`config.mk`:
```
export PLATFORM = sky130hd
export DESIGN_NAME = serial_add_sub
export DESIGN_NICKNAME = d
export VERILOG_FILES = /design/src/rtl/serial_add_sub_pkg.sv /design/src/rtl/serial_add_sub_slice.sv /design/src/rtl/serial_add_sub.sv
export SDC_FILE = /design/constraint.sdc
export NUM_CORES = 1
export LEC_CHECK = 0
export ABC_AREA = 1
export CAP_MARGIN = 25
export CORE_MARGIN = 5
export CORE_UTILIZATION = 34
export CTS_CLUSTER_SIZE = 28
export DETAILED_ROUTE_END_ITERATION = 10
export PLACE_DENSITY_LB_ADDON = 0.25
export SLEW_MARGIN = 20
export SYNTH_ARGS = -nofsm -noshare
export SYNTH_HDL_FRONTEND = slang
export SYNTH_SLANG_ARGS = --single-unit
```
`constraint.sdc`:
```
create_clock -name clk -period 2.3 [get_ports clk]
set_input_delay 0.23 -clock clk [delete_from_list [all_inputs] [get_ports clk]]
set_output_delay 0.23 -clock clk [all_outputs]
set_load 0.02 [all_outputs]
```
`src/rtl/serial_add_sub_pkg.sv`:
```
// rtl/serial_add_sub_pkg.sv - shared types and helpers for the serial add/subtract unit
package alu_pkg;

  typedef enum logic [1:0] {
    OP_ADD = 2'd0,
    OP_SUB = 2'd1,
    OP_ADC = 2'd2,
    OP_SBC = 2'd3
  } op_e;

  typedef struct packed {
    logic n;
    logic z;
    logic c;
    logic v;
  } flags_t;

  typedef enum logic [1:0] {
    ST_IDLE = 2'd0,
    ST_RUN  = 2'd1,
    ST_DONE = 2'd2
  } state_e;

  // Number of slice passes needed to cover a full operand.
  function automatic int digit_count(input int width, input int digit);
    return width / digit;
  endfunction

  // Digit counter width; never zero even when a single pass suffices.
  function automatic int cnt_width(input int n);
    return (n > 1) ? $clog2(n) : 1;
  endfunction

endpackage

```
`src/rtl/serial_add_sub_slice.sv`:
```
// rtl/serial_add_sub_slice.sv - combinational DIGIT-bit ripple adder slice
module add_slice
  import alu_pkg::*;
#(
  parameter int DIGIT = 1
) (
  input  logic [DIGIT-1:0] i_a,
  input  logic [DIGIT-1:0] i_b,
  input  logic             i_cin,
  output logic [DIGIT-1:0] o_sum,
  output logic             o_cout,
  output logic             o_cmsb
);

  logic [DIGIT:0] w_c;

  // Ripple the carry through the digit, bit by bit.
  always_comb begin
    w_c    = '0;
    o_sum  = '0;
    w_c[0] = i_cin;
    for (int i = 0; i < DIGIT; i++) begin
      o_sum[i]  = i_a[i] ^ i_b[i] ^ w_c[i];
      w_c[i+1]  = (i_a[i] & i_b[i]) | (w_c[i] & (i_a[i] ^ i_b[i]));
    end
  end

  assign o_cout = w_c[DIGIT];
  // Carry into the top bit of the digit; on the last digit this is the carry into the MSB.
  assign o_cmsb = w_c[DIGIT-1];

endmodule

```
`src/rtl/serial_add_sub.sv`:
```
// rtl/serial_add_sub.sv - multi-cycle digit-serial add/subtract unit with NZCV flags
module serial_add_sub
  import alu_pkg::*;
#(
  parameter int WIDTH = 4,
  parameter int DIGIT = 1
) (
  input  logic             clk,
  input  logic             rst,
  input  logic             in_valid,
  output logic             in_ready,
  input  logic [1:0]       op,
  input  logic [WIDTH-1:0] num1,
  input  logic [WIDTH-1:0] num2,
  output logic             out_valid,
  input  logic             out_ready,
  output logic [WIDTH-1:0] result,
  output logic             flag_n,
  output logic             flag_z,
  output logic             flag_c,
  output logic             flag_v
);

  localparam int N  = digit_count(WIDTH, DIGIT);
  localparam int CW = cnt_width(N);
  localparam logic [CW-1:0]    LAST  = CW'(N - 1);
  localparam logic [WIDTH-1:0] DMASK = WIDTH'({DIGIT{1'b1}});

  generate
    if ((WIDTH < 2) || (DIGIT < 1) || ((WIDTH % DIGIT) != 0)) begin : g_bad_params
      $error("serial_add_sub: WIDTH must be >= 2 and a multiple of DIGIT");
    end
  endgenerate

  state_e           r_state;
  state_e           w_next;
  logic [CW-1:0]    r_cnt;
  logic [WIDTH-1:0] r_a;
  logic [WIDTH-1:0] r_b;
  logic [WIDTH-1:0] r_res;
  logic             r_carry;
  logic             r_stored_c;
  flags_t           r_flags;

  op_e              w_op;
  logic [WIDTH-1:0] w_bp;
  logic             w_cin;
  logic             w_accept;
  logic             w_last;
  int               w_sh;
  logic [DIGIT-1:0] w_da;
  logic [DIGIT-1:0] w_db;
  logic [DIGIT-1:0] w_sum;
  logic             w_cout;
  logic             w_cmsb;
  logic [WIDTH-1:0] w_res_next;
  flags_t           w_flags;

  assign w_op     = op_e'(op);
  assign w_accept = (r_state == ST_IDLE) && in_valid;
  assign w_last   = (r_state == ST_RUN) && (r_cnt == LAST);

  // Operand conditioning: subtraction is A + ~B + carry-in.
  always_comb begin
    w_bp  = num2;
    w_cin = 1'b0;
    case (w_op)
      OP_ADD: begin w_bp = num2;  w_cin = 1'b0;       end
      OP_SUB: begin w_bp = ~num2; w_cin = 1'b1;       end
      OP_ADC: begin w_bp = num2;  w_cin = r_stored_c; end
      OP_SBC: begin w_bp = ~num2; w_cin = r_stored_c; end
      default: begin w_bp = num2; w_cin = 1'b0;       end
    endcase
  end

  // Select the current digit and merge the slice output back into the result word.
  always_comb begin
    w_sh       = int'(r_cnt) * DIGIT;
    w_da       = DIGIT'(r_a >> w_sh);
    w_db       = DIGIT'(r_b >> w_sh);
    w_res_next = (r_res & ~(DMASK << w_sh)) | (WIDTH'(w_sum) << w_sh);
    w_flags.n  = w_res_next[WIDTH-1];
    w_flags.z  = ~|w_res_next;
    w_flags.c  = w_cout;
    w_flags.v  = w_cmsb ^ w_cout;
  end

  add_slice #(
    .DIGIT(DIGIT)
  ) u_slice (
    .i_a   (w_da),
    .i_b   (w_db),
    .i_cin (r_carry),
    .o_sum (w_sum),
    .o_cout(w_cout),
    .o_cmsb(w_cmsb)
  );

  // State register.
  always_ff @(posedge clk) begin
    if (rst) r_state <= ST_IDLE;
    else     r_state <= w_next;
  end

  // Next-state and handshake outputs.
  always_comb begin
    w_next    = r_state;
    in_ready  = 1'b0;
    out_valid = 1'b0;
    case (r_state)
      ST_IDLE: begin
        in_ready = 1'b1;
        if (in_valid) w_next = ST_RUN;
      end
      ST_RUN: begin
        if (w_last) w_next = ST_DONE;
      end
      ST_DONE: begin
        out_valid = 1'b1;
        if (out_ready) w_next = ST_IDLE;
      end
      default: w_next = ST_IDLE;
    endcase
  end

  // Operand capture, digit-serial accumulation, flag latch and carry chaining.
  always_ff @(posedge clk) begin
    if (rst) begin
      r_cnt      <= '0;
      r_a        <= '0;
      r_b        <= '0;
      r_res      <= '0;
      r_carry    <= 1'b0;
      r_stored_c <= 1'b0;
      r_flags    <= '0;
    end else if (w_accept) begin
      r_a     <= num1;
      r_b     <= w_bp;
      r_carry <= w_cin;
      r_cnt   <= '0;
    end else if (r_state == ST_RUN) begin
      r_res   <= w_res_next;
      r_carry <= w_cout;
      r_cnt   <= r_cnt + CW'(1);
      if (w_last) begin
        r_flags    <= w_flags;
        r_stored_c <= w_cout;
      end
    end
  end

  assign result = r_res;
  assign flag_n = r_flags.n;
  assign flag_z = r_flags.z;
  assign flag_c = r_flags.c;
  assign flag_v = r_flags.v;

endmodule

```
=== Word-level counts from Yosys, hierarchy flattened ===
Cells that the tools add are included.

* Add/subtract/negate cells: 1
* Equal/unequal tests: 9
* Shift operators: 4
* Muxes and demuxes: 10
* Bitwise operators: 11
* Reduce and logical (&&, ||, !) cells: 14

{| class="wikitable"
|+ Operator list
! cell !! number
|-
| 2-bit == test (second input constant) || 4
|-
| 4-bit inverter || 2
|-
| 4-bit one-hot mux with 2 select lines || 1
|-
| 2-bit OR reduction || 4
|-
| 4-bit by 2-bit >> shifter with 1-bit output || 2
|-
| 2-bit 2-to-1 mux || 3
|-
| 2-bit != test (second input constant) || 3
|-
| 2-bit one-hot mux with 3 select lines || 1
|-
| 3-bit AND reduction || 2
|-
| 4-bit AND || 1
|-
| 2-bit by 1-bit == test with 1-bit output (second input constant) || 2
|-
| 2-bit logical NOT || 2
|-
| 1-bit 2-to-1 mux || 4
|-
| 4-bit bitwise OR || 1
|-
| 4-bit OR reduction || 1
|-
| 1-bit by 2-bit left shift with 4-bit output || 1
|-
| 1-bit by 2-bit left shift with 4-bit output (first input constant) || 1
|-
| 1-bit one-hot mux with 3 select lines || 1
|-
| 1-bit bitwise XOR || 3
|-
| 2-bit by 1-bit adder with 2-bit output (second input constant) || 1
|-
| 1-bit AND || 2
|-
| 1-bit logical AND || 2
|-
| 2-bit AND reduction || 1
|-
| 2-bit nonzero test || 1
|-
| other kinds (3) || 3
|}

* Bits in registers: 21
* Input port bits: 14
* Output and inout bits: 10
* Logic and storage cells: 59

=== Logic depth before layout (Yosys ltp) ===
* Word-level depth: 7
* Depth in mapped cells: 11
* Mapped depth without buffers: 10

=== By module ===
A second synthesis with hierarchy kept.

* Cell total of the unflattened synthesis: 142
* Area total of the unflattened synthesis: 1131.1 um^2

{| class="wikitable"
|+ Modules (own cells, without submodules)
! module !! times used !! cells an instance !! area each (um^2) !! sequential area each (um^2)
|-
| serial_add_sub || 1 || 140 || 1103.6 || 420.4
|-
| add_slice || 1 || 2 || 27.5 || 0.0
|}

=== Worst setup path after synthesis ===
Ideal clock, no wire load.

* Path type: register -> register
* Start: register r_cnt[0]
* End: register r_res[3] (netlist: result[3])
* Setup time: 70 ps
* Arrival time: 1804 ps
* Required time: 2230 ps
* Slack: 426 ps
* Cell stages (with the launch flop): 10
* Buffers on the path: 1
* Clock period less this slack: 1874 ps
* Cell sequence: dfxtp_1 -> buf_4 -> inv_2 -> nand2_1 -> a32o_1 -> fa_1 -> inv_1 -> nand3_1 -> or2_0 -> a21oi_1

* Longest elaborated chain between the ends: 5
* Elaborated cells between the ends (all ways): 9
* Those cells by class: 4 x shift; 5 x bitwise

{| class="wikitable"
|+ Ends and longest elaborated chain
! item !! line !! source
|-
| from (decl) || serial_add_sub.sv:37 || <nowiki>logic [CW-1:0] r_cnt;</nowiki>
|-
| from (signal assigned) || serial_add_sub.sv:144 || <nowiki>r_cnt <= r_cnt + CW'(1);</nowiki>
|-
| 4-bit by 2-bit >> shifter with 1-bit output, on equally long branches || serial_add_sub.sv:79, serial_add_sub.sv:80 ||
|-
| 1-bit bitwise XOR (2 in series) || serial_add_sub_slice.sv:23 || <nowiki>o_sum[i] = i_a[i] ^ i_b[i] ^ w_c[i];</nowiki>
|-
| 1-bit by 2-bit left shift with 4-bit output || serial_add_sub.sv:81 || <nowiki>w_res_next = (r_res & ~(DMASK << w_sh)) | (WIDTH'(w_sum) << w_sh);</nowiki>
|-
| 4-bit bitwise OR * || serial_add_sub.sv:81 ||
|-
| to (signal assigned) || serial_add_sub.sv:142 || <nowiki>r_res <= w_res_next;</nowiki>
|-
| to (decl) || serial_add_sub.sv:40 || <nowiki>logic [WIDTH-1:0] r_res;</nowiki>
|}

Mark *: on every way between the ends. The rest lies on a longest branch, timed or not.
A chain may end at the register's enable or synchronous reset.

=== Worst setup path after layout ===
* Start: register r_cnt[1]
* End: register r_res[3] (netlist: result[3])

The elaborated chain is that of the path after synthesis.

==> key figures <==
Layout
  • Final std cells w/o fill: 198
  • FF/Latch Area: 420 sq um
  • Fillers: 319
  • Final instance area: 0.00133 sq mm
  • Nets: 185
  • Area of the multi-input gates: 529 sq um
  • N_diodes: 0
  • Synth-to-layout area growth: 26.1%
  • Layout cell share with drive strength beyond 1: 6.67%
  • Most frequent cells in the layout: 23 x nand2_1, 23 x clkdlybuf4s50_1, 21 x dfxtp_1

Floorplanning
  • Starting density of the core: 35.1%
  • # rows: 20
  • I/O pin cnt: 24
  • DIE WIDTH: 65.7 um
  • Die Area: 0.00432 sq mm
  • Core Area: 0.00300 sq mm
  • Die height: 65.7 um

Drt
  • Antenna-violating nets left: 0
  • Drt first-iter violations: 18
  • First-pass DRT Iterations: 4
  • Vias: 938
  • Wire per inst: 10.7 um
  • Vias per inst: 4.74
  • DRC: 0
  • Drt total wl: 2120 um

Synthesis
  • Ys Warns: 0
  • Number of flops mapped to enable cells by yosys: 0
  • Post-synthesis instance total: 142
  • Post-synth net total: 161
  • Ys async rst share: 0%
  • Sequential-to-total area share from yosys stat: 39.9%
  • Synth Flop Type: dfxtp_1
  • Mapped cell area: 0.00105 sq mm
  • #FFs+latches synth: 21
  • Cell variety after synth: 22
  • Syn avg cell area: 7.43 sq um

CTS
  • Worst-Skew Late Latency: 0.30 ns
  • Post-CTS setup buffers: 0
  • CTS hold repair buffers: 0
  • TritonCTS buffer count: 3
  • Cts repair resizes: 0
  • CTS sink count: 21
  • CTS tree: built
  • H-tree depth: 1
  • Clock Path Buffers: 2
  • Clock-pin transition on the worst setup and hold timing paths: 0.12 ns
  • Clock Tree Root: clkbuf_4

Power
  • Comb pwr share: 20.4%
  • Switch Pwr: 211 uW
  • Peak supply drop: 265 uV
  • Pwr/cell area: 550 mW/mm^2
  • Tot Pwr: 732 uW
  • Seq pwr share: 54.9%
  • Switching portion of total power: 28.8%
  • Leak: 0.000559 uW
  • Clock share of power: 24.6%
  • Internal power: 521 uW

Timing
  • Setup WS post-layout: 0.253 ns
  • Clock skew: 0.00664 ns
  • Period minus WS final: 2.05 ns
  • Slew Limit Fails: 0
  • Fin. Hold Viols: 0
  • Max_slew headroom: 74.3%
  • Tcrit/Tclk final: 89.0%
  • Final-report setup violation count: 0
  • Max Clock Freq: 0.488 GHz
  • Unrepaired setup endpoints after global routing: no
  • Setup TNS: 0 ns
  • Least-Margin Pin Slew: 0.385 ns

Setup path
  • Max incr delay on CP: 0.47 ns
  • Type of the worst setup path: register to register
  • Cell chain of the critical path: inv_1 > a32o_1 > fa_1 > inv_1 > nand3_1 > or2_0 > a21oi_1
  • Worst path bufs/invs: 2
  • Slowest CP cell: dfxtp_1
  • Required @ worst endpoint: 2.55 ns
  • Most common cell on crit path: inv_1
  • Crit path max-delay family: flip-flops
  • Crit Path Max Fanout: 7
  • Worst Setup End Kind: register
  • R2r startpoint: r_cnt[1]
  • WP data arrival: 2.29 ns
  • Worst Setup Start Kind: register
  • Setup crit start: r_cnt[1]

Placed design
  • DP Wirelength: 1690 um
  • Post-placement setup slack: 0.280 ns
  • Area of placed instances: 0.00130 sq mm
  • IO Port Bufs: 23
  • Placed insts: 194
  • Placer's final routability congestion estimate: 0.820

GRT
  • Tot GR Track Use: 11.0%
  • Number of global-route vias before repair: 875
  • Grt ovf: 0
  • First-pass GRT wire length: 3750 um
  • Number of antenna violations at the first check in global routing: 0
  • Largest net degree at the start of global routing: 13

Flow run
  • Max-cap viol count: 0

Worst hold path
  • Hold_sp: result[3]
  • Worst min-delay path class: register to register

Run status
  • Run status: completed
==> per-stage QoR <==
| step | hold WS [ns] | util (%) |
|---|---|---|
| global route | 0.514 | 44.3 |
| floorplan | 0.393 | - |
| detailed placement | 0.462 | 43.4 |
| CTS | 0.481 | 44.3 |
| global placement | 0.464 | 43.4 |
| finish | 0.480 | 44.3 |
==> registers in the layout, indices dropped and copies added (netlist names) <==
| name | count |
|---|---|
| result | 4 |
| r_a | 4 |
| flag_z | 1 |
| r_b | 4 |
| flag_c | 1 |
| r_cnt | 2 |
| flag_v | 1 |
| r_state | 2 |
| r_carry | 1 |
| flag_n | 1 |
==> per-layer routing <==
layer / wire, um / vias to the layer above / global-route usage (%)
met2: 1010 / 19 / 18.6
met1: 972 / 423 / 12.9
met4: 41 / 0 / 4.15
li1: - / 492 / -
met5: 0 / - / 0
met3: 103 / 4 / 3.42
==> cell type report <==
class                      count  share of cell area [%]
tap                           33                    3.10
inverter                      20                    5.64
clock buffer                   4                    1.98
multi-input combinational     96                    39.8
sequential                    21                    31.6
timing repair buffer          24                    17.9
==> cell families after synthesis <==
family	Yosys count	synth area share [%]
simple gates	54	23.1
flops	21	39.9
buf+inv	25	9.96
compound gates	32	16.3
xor+xnor	5	4.15
fa+ha+maj	5	6.64
==> worst paths after layout <==
kind | to | slack, ns | cells after the start
setup reg to reg | result[3] | 0.25 | 7
hold / removal | result[3] | 0.48 | 2
hold reg to reg | result[3] | 0.48 | 2
setup / recovery | result[3] | 0.25 | 7
==> power by group through the flow <==
stage	sequential, uW	clock, uW	combinational [uW]
global route	406	202	172
CTS	402	187	152
global placement	410	0	148
detailed placement	411	0	151
finish	402	180	150
floorplan	411	0	97.1
==> worst register-to-register path: stages, from the launching register on <==
cell and delay (ns):
dfxtp_1 0.47, inv_1 0.17, a32o_1 0.31, fa_1 0.45
inv_1 0.12, nand3_1 0.12, or2_0 0.23, a21oi_1 0.13
==> synthesized netlist by cell type (2+ instances only) <==
| master | instances | share of area [%] |
|---|---|---|
| nand2_1 | 23 | 8.2 |
| dfxtp_1 | 21 | 40 |
| inv_1 | 19 | 6.8 |
| nor2_1 | 19 | 6.8 |
| o21ai_0 | 16 | 7.6 |
| a21oi_1 | 12 | 5.7 |
| nand3_1 | 6 | 2.8 |
| ha_1 | 4 | 4.7 |
| xnor2_1 | 4 | 3.3 |
| buf_2 | 3 | 1.4 |
| buf_4 | 2 | 1.4 |
| nor2_2 | 2 | 1.2 |
| o22ai_1 | 2 | 1.2 |
Power figures use the tool's default switching activity.
